`src/rtl/rv_fetch_pkg.sv`:
```
// Shared types for the RV32I fetch stage.
// Fetch-queue entry layout and PC helpers.
package rv_fetch_pkg;

  localparam int XLEN = 32;
  localparam logic [XLEN-1:0] INSTR_NOP = 32'h0000_0013;

  typedef struct packed {
    logic [XLEN-1:0] instr;
    logic [XLEN-1:0] pc;
  } fetch_entry_t;

  function automatic logic [XLEN-1:0] align_pc(
    input logic [XLEN-1:0] a
  );
    return {a[XLEN-1:2], 2'b00};
  endfunction

endpackage

```
`src/rtl/fetch_unit_if.sv`:
```
// Instruction-memory request/response channel.
// master = fetch side, slave = memory side.
interface fetch_unit_if;
  import rv_fetch_pkg::*;

  logic            imem_req_valid;
  logic            imem_req_ready;
  logic [XLEN-1:0] imem_req_addr;
  logic            imem_rsp_valid;
  logic [XLEN-1:0] imem_rsp_data;

  modport master (
    output imem_req_valid,
    output imem_req_addr,
    input  imem_req_ready,
    input  imem_rsp_valid,
    input  imem_rsp_data
  );

  modport slave (
    input  imem_req_valid,
    input  imem_req_addr,
    output imem_req_ready,
    output imem_rsp_valid,
    output imem_rsp_data
  );

endinterface

```
`src/rtl/fetch_queue.sv`:
```
// Synchronous FIFO of fetch entries with flush.
// Head is read straight from storage registers.
module fetch_queue
  import rv_fetch_pkg::*;
#(
  parameter int DEPTH = 2,
  localparam int CW = $clog2(DEPTH + 1)
) (
  input  logic         clk,
  input  logic         rst_n,
  input  logic         push,
  input  logic         pop,
  input  logic         flush,
  input  fetch_entry_t din,
  output fetch_entry_t dout,
  output logic [CW-1:0] count,
  output logic         full,
  output logic         empty
);

  localparam int AW = $clog2(DEPTH);

  fetch_entry_t mem [DEPTH];
  logic [AW-1:0] rd_ptr;
  logic [AW-1:0] wr_ptr;
  logic          do_pop;

  assign full   = count == CW'(DEPTH);
  assign empty  = count == '0;
  assign do_pop = pop && !empty;
  assign dout   = mem[rd_ptr];

  always_ff @(posedge clk or negedge rst_n) begin
    if (!rst_n) begin
      rd_ptr <= '0;
      wr_ptr <= '0;
      count  <= '0;
      for (int i = 0; i < DEPTH; i++) begin
        mem[i] <= '0;
      end
    end else if (flush) begin
      rd_ptr <= '0;
      wr_ptr <= '0;
      count  <= '0;
    end else begin
      if (push) begin
        mem[wr_ptr] <= din;
        wr_ptr      <= wr_ptr + AW'(1);
      end
      if (do_pop) begin
        rd_ptr <= rd_ptr + AW'(1);
      end
      count <= count + CW'(push) - CW'(do_pop);
    end
  end

endmodule

```
`src/rtl/fetch_unit.sv`:
```
// RV32I fetch stage: PC, credit-limited imem requests, fetch queue.
// Define FETCH_BYPASS_EN to forward a response to decode in the same cycle.
module fetch_unit
  import rv_fetch_pkg::*;
#(
  parameter logic [XLEN-1:0] RESET_PC = 32'h0000_0000,
  parameter int FQ_DEPTH = 2
) (
  input  logic            clk,
  input  logic            rst_n,
  fetch_unit_if.master    imem,
  input  logic            redirect_valid,
  input  logic [XLEN-1:0] redirect_pc,
  output logic            instr_valid,
  input  logic            instr_ready,
  output logic [XLEN-1:0] instr,
  output logic [XLEN-1:0] instr_pc,
  output logic [XLEN-1:0] instr_pc_plus4
);

  localparam int CW = $clog2(FQ_DEPTH + 1);

  logic            run;
  logic [XLEN-1:0] fetch_pc;
  logic [XLEN-1:0] rsp_pc;
  logic [CW-1:0]   outstanding;
  logic [CW-1:0]   drop_cnt;
  logic [CW-1:0]   q_count;
  logic [CW:0]     in_use;
  logic            q_full;
  logic            q_empty;
  logic            q_push;
  logic            q_pop;
  fetch_entry_t    q_din;
  fetch_entry_t    q_dout;
  logic            accept;
  logic            rsp_keep;
  logic            hshake;

  // Every accepted request owns a queue slot until it is consumed.
  assign in_use = {1'b0, outstanding} + {1'b0, q_count};

  assign imem.imem_req_valid = run && !redirect_valid
                             && (in_use < (CW+1)'(FQ_DEPTH));
  assign imem.imem_req_addr  = fetch_pc;

  assign accept   = imem.imem_req_valid && imem.imem_req_ready;
  assign rsp_keep = imem.imem_rsp_valid && (drop_cnt == '0)
                  && !redirect_valid;
  assign q_din    = '{instr: imem.imem_rsp_data, pc: rsp_pc};
  assign hshake   = instr_valid && instr_ready;

`ifdef FETCH_BYPASS_EN
  logic bypass;

  assign bypass      = rsp_keep && q_empty;
  assign instr_valid = !q_empty || bypass;
  assign instr       = bypass ? imem.imem_rsp_data : q_dout.instr;
  assign instr_pc    = bypass ? rsp_pc : q_dout.pc;
  assign q_push      = rsp_keep && !(bypass && instr_ready)
                     && (!q_full || q_pop);
  assign q_pop       = hshake && !bypass;
`else
  assign instr_valid = !q_empty;
  assign instr       = q_dout.instr;
  assign instr_pc    = q_dout.pc;
  assign q_push      = rsp_keep && (!q_full || q_pop);
  assign q_pop       = hshake;
`endif

  assign instr_pc_plus4 = instr_pc + 32'd4;

  fetch_queue #(
    .DEPTH (FQ_DEPTH)
  ) u_queue (
    .clk   (clk),
    .rst_n (rst_n),
    .push  (q_push),
    .pop   (q_pop),
    .flush (redirect_valid),
    .din   (q_din),
    .dout  (q_dout),
    .count (q_count),
    .full  (q_full),
    .empty (q_empty)
  );

  always_ff @(posedge clk or negedge rst_n) begin
    if (!rst_n) begin
      run         <= 1'b0;
      fetch_pc    <= RESET_PC;
      rsp_pc      <= RESET_PC;
      outstanding <= '0;
      drop_cnt    <= '0;
    end else begin
      run         <= 1'b1;
      outstanding <= outstanding + CW'(accept)
                   - CW'(imem.imem_rsp_valid);
      if (redirect_valid) begin
        fetch_pc <= align_pc(redirect_pc);
        rsp_pc   <= align_pc(redirect_pc);
        // Responses still in flight after this edge belong to the old path.
        drop_cnt <= outstanding - CW'(imem.imem_rsp_valid);
      end else begin
        if (accept) begin
          fetch_pc <= fetch_pc + 32'd4;
        end
        if (rsp_keep) begin
          rsp_pc <= rsp_pc + 32'd4;
        end else if (imem.imem_rsp_valid) begin
          drop_cnt <= drop_cnt - CW'(1);
        end
      end
    end
  end

endmodule
```
`src/flat_wrapper.sv`:
```
// flat-port wrapper written by rule: the top's interface ports become plain ports
module fetch_unit_flat import rv_fetch_pkg::*;
#(
  parameter logic [XLEN-1:0] RESET_PC = 32'h0000_0000,
  parameter int FQ_DEPTH = 2
)
  (clk, rst_n, redirect_valid, redirect_pc, instr_valid, instr_ready, instr, instr_pc, instr_pc_plus4, imem_imem_req_valid, imem_imem_req_addr, imem_imem_req_ready, imem_imem_rsp_valid, imem_imem_rsp_data);
  fetch_unit_if imem_i ();
  input  logic clk;
  input  logic rst_n;
  input  logic redirect_valid;
  input  logic [XLEN-1:0] redirect_pc;
  output logic instr_valid;
  input  logic instr_ready;
  output logic [XLEN-1:0] instr;
  output logic [XLEN-1:0] instr_pc;
  output logic [XLEN-1:0] instr_pc_plus4;
  output wire logic [$bits(imem_i.imem_req_valid)-1:0] imem_imem_req_valid;
  output wire logic [$bits(imem_i.imem_req_addr)-1:0] imem_imem_req_addr;
  input wire logic [$bits(imem_i.imem_req_ready)-1:0] imem_imem_req_ready;
  input wire logic [$bits(imem_i.imem_rsp_valid)-1:0] imem_imem_rsp_valid;
  input wire logic [$bits(imem_i.imem_rsp_data)-1:0] imem_imem_rsp_data;
  assign imem_imem_req_valid = imem_i.imem_req_valid;
  assign imem_imem_req_addr = imem_i.imem_req_addr;
  assign imem_i.imem_req_ready = imem_imem_req_ready;
  assign imem_i.imem_rsp_valid = imem_imem_rsp_valid;
  assign imem_i.imem_rsp_data = imem_imem_rsp_data;
  fetch_unit #(.RESET_PC(RESET_PC), .FQ_DEPTH(FQ_DEPTH)) u_core (.clk(clk), .rst_n(rst_n), .imem(imem_i), .redirect_valid(redirect_valid), .redirect_pc(redirect_pc), .instr_valid(instr_valid), .instr_ready(instr_ready), .instr(instr), .instr_pc(instr_pc), .instr_pc_plus4(instr_pc_plus4));
endmodule
```
`config.mk`:
```
export PLATFORM = sky130hd
export DESIGN_NAME = fetch_unit_flat
export DESIGN_NICKNAME = d
export VERILOG_FILES = /design/src/rtl/rv_fetch_pkg.sv /design/src/rtl/fetch_unit_if.sv /design/src/rtl/fetch_queue.sv /design/src/rtl/fetch_unit.sv /design/src/flat_wrapper.sv
export SDC_FILE = /design/constraint.sdc
export NUM_CORES = 1
export LEC_CHECK = 0
export BUFFER_PORTS_ARGS = -buffer_cell sky130_fd_sc_hd__buf_2
export CAP_MARGIN = 20
export CORE_ASPECT_RATIO = 1.75
export CORE_MARGIN = 1.5
export CORE_UTILIZATION = 30
export DETAILED_ROUTE_END_ITERATION = 10
export PLACE_DENSITY = 0.53
export SLEW_MARGIN = 25
export SYNTH_ARGS = -nofsm -noshare
export SYNTH_HDL_FRONTEND = slang
export SYNTH_SLANG_ARGS = --single-unit
export TNS_END_PERCENT = 50
```
`constraint.sdc`:
```
create_clock -name clk -period 3.9 [get_ports clk]
set_input_delay 0.78 -clock clk [delete_from_list [all_inputs] [get_ports clk]]
set_output_delay 0.78 -clock clk [all_outputs]
set_load 0.02 [all_outputs]
```
==> Word level (Yosys, flattened, before mapping) <==
Cells that the tools add are included.
{ "word_totals": {"word_cells": 73, "register_bits": 201} }
{ "op_classes": {"order_cmp": 4, "n_addsub": 12, "mux": 18, "n_bitwise": 3, "reduce_logical": 22, "eq_ne": 2} }
{ "ops": {"columns": ["operator", "n"], "rows": [
  ["$mux W64", 4],
  ["$bwmux W128", 1],
  ["$mux W32", 4],
  ["$add A32 B3 Y32 const B", 3],
  ["$demux W64 S1", 1],
  ["$reduce_bool A2 Y1", 5],
  ["$logic_and A1 B1 Y1", 9],
  ["$mux W2", 4],
  ["$sub A2 B1 Y2", 3],
  ["$add A2 B1 Y2", 2],
  ["$ge A2 B2 Y1 const B", 2],
  ["$logic_not A2 Y1", 2],
  ["$mux W1", 4],
  ["$not A1 Y2", 2],
  ["$reduce_and A2 Y1", 2],
  ["$add A2 B2 Y3", 1],
  ["$logic_not A1 Y1", 3],
  ["$lt A3 B2 Y1 const B", 1],
  ["$add A1 B1 Y1 const B", 2],
  ["$eq A2 B2 Y1 const B", 1],
  ["$lt A2 B1 Y1 const B", 1],
  ["$ne A2 B2 Y1 const B", 1],
  ["$sub A2 B1 Y2 const B", 1],
  ["$logic_or A1 B1 Y1", 1],
  ["$not A1 Y1", 1]
]} }

==> Longest topological paths before layout <==
{ "logic_depth": {"ltp_word": 8, "mapped_depth": 11, "depth_no_buf": 9} }

==> By module <==
A second synthesis with hierarchy kept.
{ "unflattened": {"hier_cells": 892, "hier_area_um2": 10681.5} }
{ "by_module_without_submodules": {"columns": ["module", "n_inst", "cells_per_inst", "area_per_inst_um2"], "rows": [
  ["fetch_queue", 1, 362, 6077.1],
  ["fetch_unit", 1, 530, 4604.4]
]} }

==> Worst setup path after synthesis <==
No wires, ideal clock.
{ "synth_path": {"path_type": "reg2out", "start": "reg u_core.u_queue.rd_ptr", "end": "out instr_pc_plus4[28]", "t_arrival_ns": 2.883, "stages_incl_launch_ff": 12, "t_required_ns": 3.120, "n_path_buf": 4, "slack_ns": 0.237, "path_cell_list": "dfrtp_1 buf_6 buf_4 buf_2 buf_2 mux2i_1 inv_1 ha_1 nor2b_1 nand4_2 nor3_1 xnor2_1"} }
{ "synth_via": {"elab_chain_len": 5} }
{ "synth_lines": {"columns": ["element", "line_no", "text"], "rows": [
  ["start: declaration", "fetch_queue.sv:24", "logic [AW-1:0] rd_ptr;"],
  ["start signal: assignment", "fetch_queue.sv:51", "rd_ptr <= rd_ptr + AW'(1);"],
  ["$not A1 Y2 (implied by the code)", "fetch_queue.sv:31", "assign dout = mem[rd_ptr];"],
  ["$mux W64 (implied by the code) (3 in a row)", "fetch_queue.sv:31", null],
  ["via instr_pc[2]", "flat_wrapper.sv:16", "output logic [XLEN-1:0] instr_pc;"],
  ["$add A32 B3 Y32", "fetch_unit.sv:71", "assign instr_pc_plus4 = instr_pc + 32'd4;"],
  ["end: declaration", "flat_wrapper.sv:17", "output logic [XLEN-1:0] instr_pc_plus4;"]
]} }
The timed path passes the listed nets, and every way through them passes these cells. The select of a mux whose other input is x is not followed.

==> Worst setup path in the final report <==
{ "layout_path": {"start": "reg u_core.u_queue.rd_ptr", "end": "out instr_pc_plus4[27]"} }
{ "layout_via": {"elab_chain_len": 5} }
{ "layout_lines": {"columns": ["element", "line_no"], "rows": [
  ["$not A1 Y2 (implied by the code)", "fetch_queue.sv:31"],
  ["$mux W64 (implied by the code) (3 in a row)", "fetch_queue.sv:31"],
  ["$add A32 B3 Y32", "fetch_unit.sv:71"]
]} }
No other way between the ends. The select of a mux whose other input is x is not followed.

==> results.py <==
metrics = {
    "status": {
        "outcome": "completed",
    },
    "clock_network": {
        "hold_buffers": 0,
        "htree_num_levels": 4,
        "path_clk_slew_ps": 70,
        "cts-root-buf": "clkbuf_16",
        "clk_latency_ps": 460,
        "cts_buffer_depth": 2,
        "cts.sinks": 193,
        "cts_tree": "done",
        "cts_buffers": 17,
    },
    "placement": {
        "routabilityCongestion": 0.822,
        "port_buffers": 191,
        "dp_slack_ps": 434,
        "hpwl_um": 20200,
        "dp_cells": 1430,
    },
    "synthesis": {
        "synth_top_family_by_area": "multiplexers",
        "ys_top_cells_by_area": "dfrtp_1 48%, mux2_2 22%, xnor2_1 4.2%",
        "synth.distinct_cells": 55,
        "ys_seq_area_frac": 0.484,
        "yosys_register_bits": 193,
        "yosys_warnings": 0,
        "synth_edf_count": 0,
        "netlist_instances": 850,
        "synth.avg_cell_area_um2": 11.7,
        "yosys.area.top_type_share": 0.484,
        "async_flop_share": 1.00,
        "synth_area_um2": 9970,
        "muxShareOfSynthArea": 0.229,
        "synth-simple-area-share": 0.128,
        "synth_ff_type": "dfrtp_1",
        "synth_largest_area_cell": "dfrtp_1",
        "synth_xor_area_frac": 0.0668,
        "synth_compound_area_frac": 0.0481,
        "synth_fa_ha_area_frac": 0.0120,
    },
    "setup_path": {
        "cp.required_ps": 3120,
        "reg2reg_from": "u_core.u_queue.count[0]",
        "cpPeakStageDelay_ps": 610,
        "path_class": "flop to output pin",
        "reg2reg_depth": 8,
        "cp.arrival_ps": 2930,
        "cp_slowest_cell": "dfrtp_4",
        "r2r-end": "u_core.imem.imem_req_addr[23]",
        "crit_chain": "nand4b_1 -> a221oi_4 -> nand4_4 -> nor4b_1 -> xor2_1 -> buf_2",
        "start_kind": "flop",
        "r2r_slack_ps": 1230,
        "worstPathMaxFanout": 19,
        "end_kind": "output pin",
    },
    "floorplan": {
        "fp.coreArea_um2": 32800,
        "start_util": 0.304,
        "rows": 88,
        "die_h_um": 244,
        "die_x_um": 141,
        "die-area_um2": 34400,
        "ios": 200,
    },
    "timing": {
        "hold_violations": 0,
        "finClkSkew_ps": 15.1,
        "relSlewSlack": 0.478,
        "rsz0062_at_grt": "no",
        "tightest_slew_ps": 777,
        "layout_setup_ws_ps": 193,
        "hold_ws_ps": 308,
        "fmax_ghz": 0.270,
        "slew_viol_final": 0,
        "setup_viol": 0,
        "final.min_clock_period_ps": 3710,
        "fin_crit_sh": 0.950,
        "fin_setup_tns_ps": 0,
    },
    "layout": {
        "antenna_cells": 0,
        "final-seq-area_um2": 4830,
        "final_core_util": 0.368,
        "drive_above_1_share": 0.430,
        "fin_cells": 1463,
        "nFillCells": 3337,
        "fin_nets": 1124,
        "multi_input_area_um2": 4870,
        "syn_to_final_growth_pct": 21.0,
    },
    "routing": {
        "wl_met1_um": 10400,
        "postRouteAntennaNets": 0,
        "first_pass_iters": 4,
        "vias": 7279,
        "dr_wl_met2_um": 14400,
        "post_drt_wl_per_cell_um": 18.4,
        "drt_iter0_drc": 294,
        "routed_via_density": 4.98,
        "wl_met3_um": 1060,
        "drc": 0,
        "top_layer": "met4",
        "drt-total-wl_um": 26900,
    },
    "worst_hold_path": {
        "hp-class": "input port to async pin",
    },
    "pwr": {
        "ir_drop_v": 0.000338,
        "power.density_nw_per_um2": 729,
        "cellLeakagePower_nw": 5.44,
    },
    "global_routing": {
        "grt_pass1_vias": 7683,
        "grt_pass1_wl_um": 42200,
        "gr-total-overflow": 0,
        "grt_antenna_before_repair": 0,
        "grt_max_degree": 68,
        "grt_use_total": 0.160,
    },
    "flow_run": {
        "max_cap_violations": 0,
    },
}
[power breakdown]
part | switching, mW | leakage, nW | total (mW) | internal (mW)
Combinational | 2.21 | 2.77 | 3.91 | 1.70
Clock | 0.793 | 0.281 | 1.73 | 0.935
Sequential | 0.500 | 2.39 | 3.16 | 2.66
[what timing repair did]
action,CTS,global route
gates resized for setup,1,0
setup endpoints to repair,2,3
buffers inserted,0,1
[cells in the mapped netlist, types with 2 or more instances]
cell      count
xor2_1       28
buf_1         3
a31oi_1       4
o21ai_0      24
and3_1       10
inv_1        25
o311ai_0      4
mux2_2      192
or3_1         3
nand2b_1      2
nand4_1      29
nor4_1        7
o211ai_1      7
a211o_1       2
dfrtp_1     193
nor2b_1       5
or2_2         2
and4_1        3
nand2_1      52
xnor2_1      48
nor2_1       28
buf_4         7
nor4_2        2
clkbuf_1     15
conb_1        2
nor3_1       18
a31o_2        3
or4_1         6
a221o_1       2
nand3_1      36
a32oi_1       3
nand3b_1      2
a21oi_1      16
mux2i_1      12
ha_1          8
nor4b_1       2
and2_1        6
a21o_1        3
nand4b_1      4
buf_2        16
nand4_2       2
[layout by cell type, fill, tap and decap left out, drive strengths merged, types with 8 or more instances in the layout]
cell / netlist / routed
a21oi: 16 / 16
and3: 10 / 10
buf: 27 / 212
clkbuf: 15 / 22
dfrtp: 193 / 193
ha: 8 / 8
inv: 25 / 26
mux2: 192 / 192
mux2i: 12 / 12
nand2: 52 / 52
nand3: 36 / 36
nand4: 32 / 32
nor2: 29 / 29
nor3: 18 / 18
nor4: 10 / 10
o21ai: 24 / 24
xnor2: 48 / 48
xor2: 28 / 28
[per-layer routing]
| metal | vias up | GRT usage |
|---|---|---|
| li1 | 3428 | - |
| met3 | 44 | 0.0360 |
| met2 | 186 | 0.294 |
| met1 | 3621 | 0.171 |
| met5 | - | 0 |
| met4 | 0 | 0.0784 |
[through the flow]
step | total power [mW] | area [um^2]
floorplan | 5.81 | 9990
global placement | 7.08 | 11500
detailed placement | 7.14 | 11500
CTS | 8.92 | 12100
global route | 9.35 | 12100
finish | 8.80 | 12100
[cell type report]
type | count | share of cell area
multi-input combinational | 595 | 0.403
clock buffer | 21 | 0.0390
inverter | 25 | 0.00778
tap | 405 | 0.0420
timing repair buffer | 213 | 0.0987
clock inverter | 11 | 0.00881
sequential | 193 | 0.400
[flip-flops by register name, summed over array words and instances, names as in the netlist]
signal	cells
u_core.u_queue.mem	124
u_core.imem.imem_req_addr	30
u_core.rsp_pc	30
u_core.drop_cnt	2
u_core.outstanding	2
u_core.u_queue.count	2
u_core.run	1
u_core.u_queue.rd_ptr	1
u_core.u_queue.wr_ptr	1
[critical path: cells and delay by family, from the launching register on]
kind | cells | cell delay, ps
buffers and inverters | 1 | 200
XOR/XNOR | 1 | 230
flip-flops | 1 | 610
AO/OA/AOI/OAI | 1 | 490
AND/OR/NAND/NOR | 3 | 930
[worst max-delay path by stage]
stage,startpoint,end,slack (ps),depth (start not counted)
CTS,u_core.u_queue.rd_ptr,instr_pc_plus4[27],50,7
floorplan,u_core.u_queue.rd_ptr,instr_pc_plus4[28],240,11
finish,u_core.u_queue.rd_ptr,instr_pc_plus4[27],190,6
global placement,u_core.u_queue.rd_ptr,instr_pc_plus4[27],490,7
global route,u_core.u_queue.rd_ptr,instr_pc_plus4[27],50,7
detailed placement,u_core.u_queue.rd_ptr,instr_pc_plus4[27],430,7
[cells by family (layout without fill, tap and decap cells)]
kind of cell    count (synthesis)  after routing
compound gates                 71             71
mux                           204            204
flops                         193            193
other cells                     2              7
buf+inv                        67            270
fa+ha+maj                       9              9
simple gates                  228            228
xor+xnor                       76             76
Note: power is estimated with default switching activity, not from simulation.
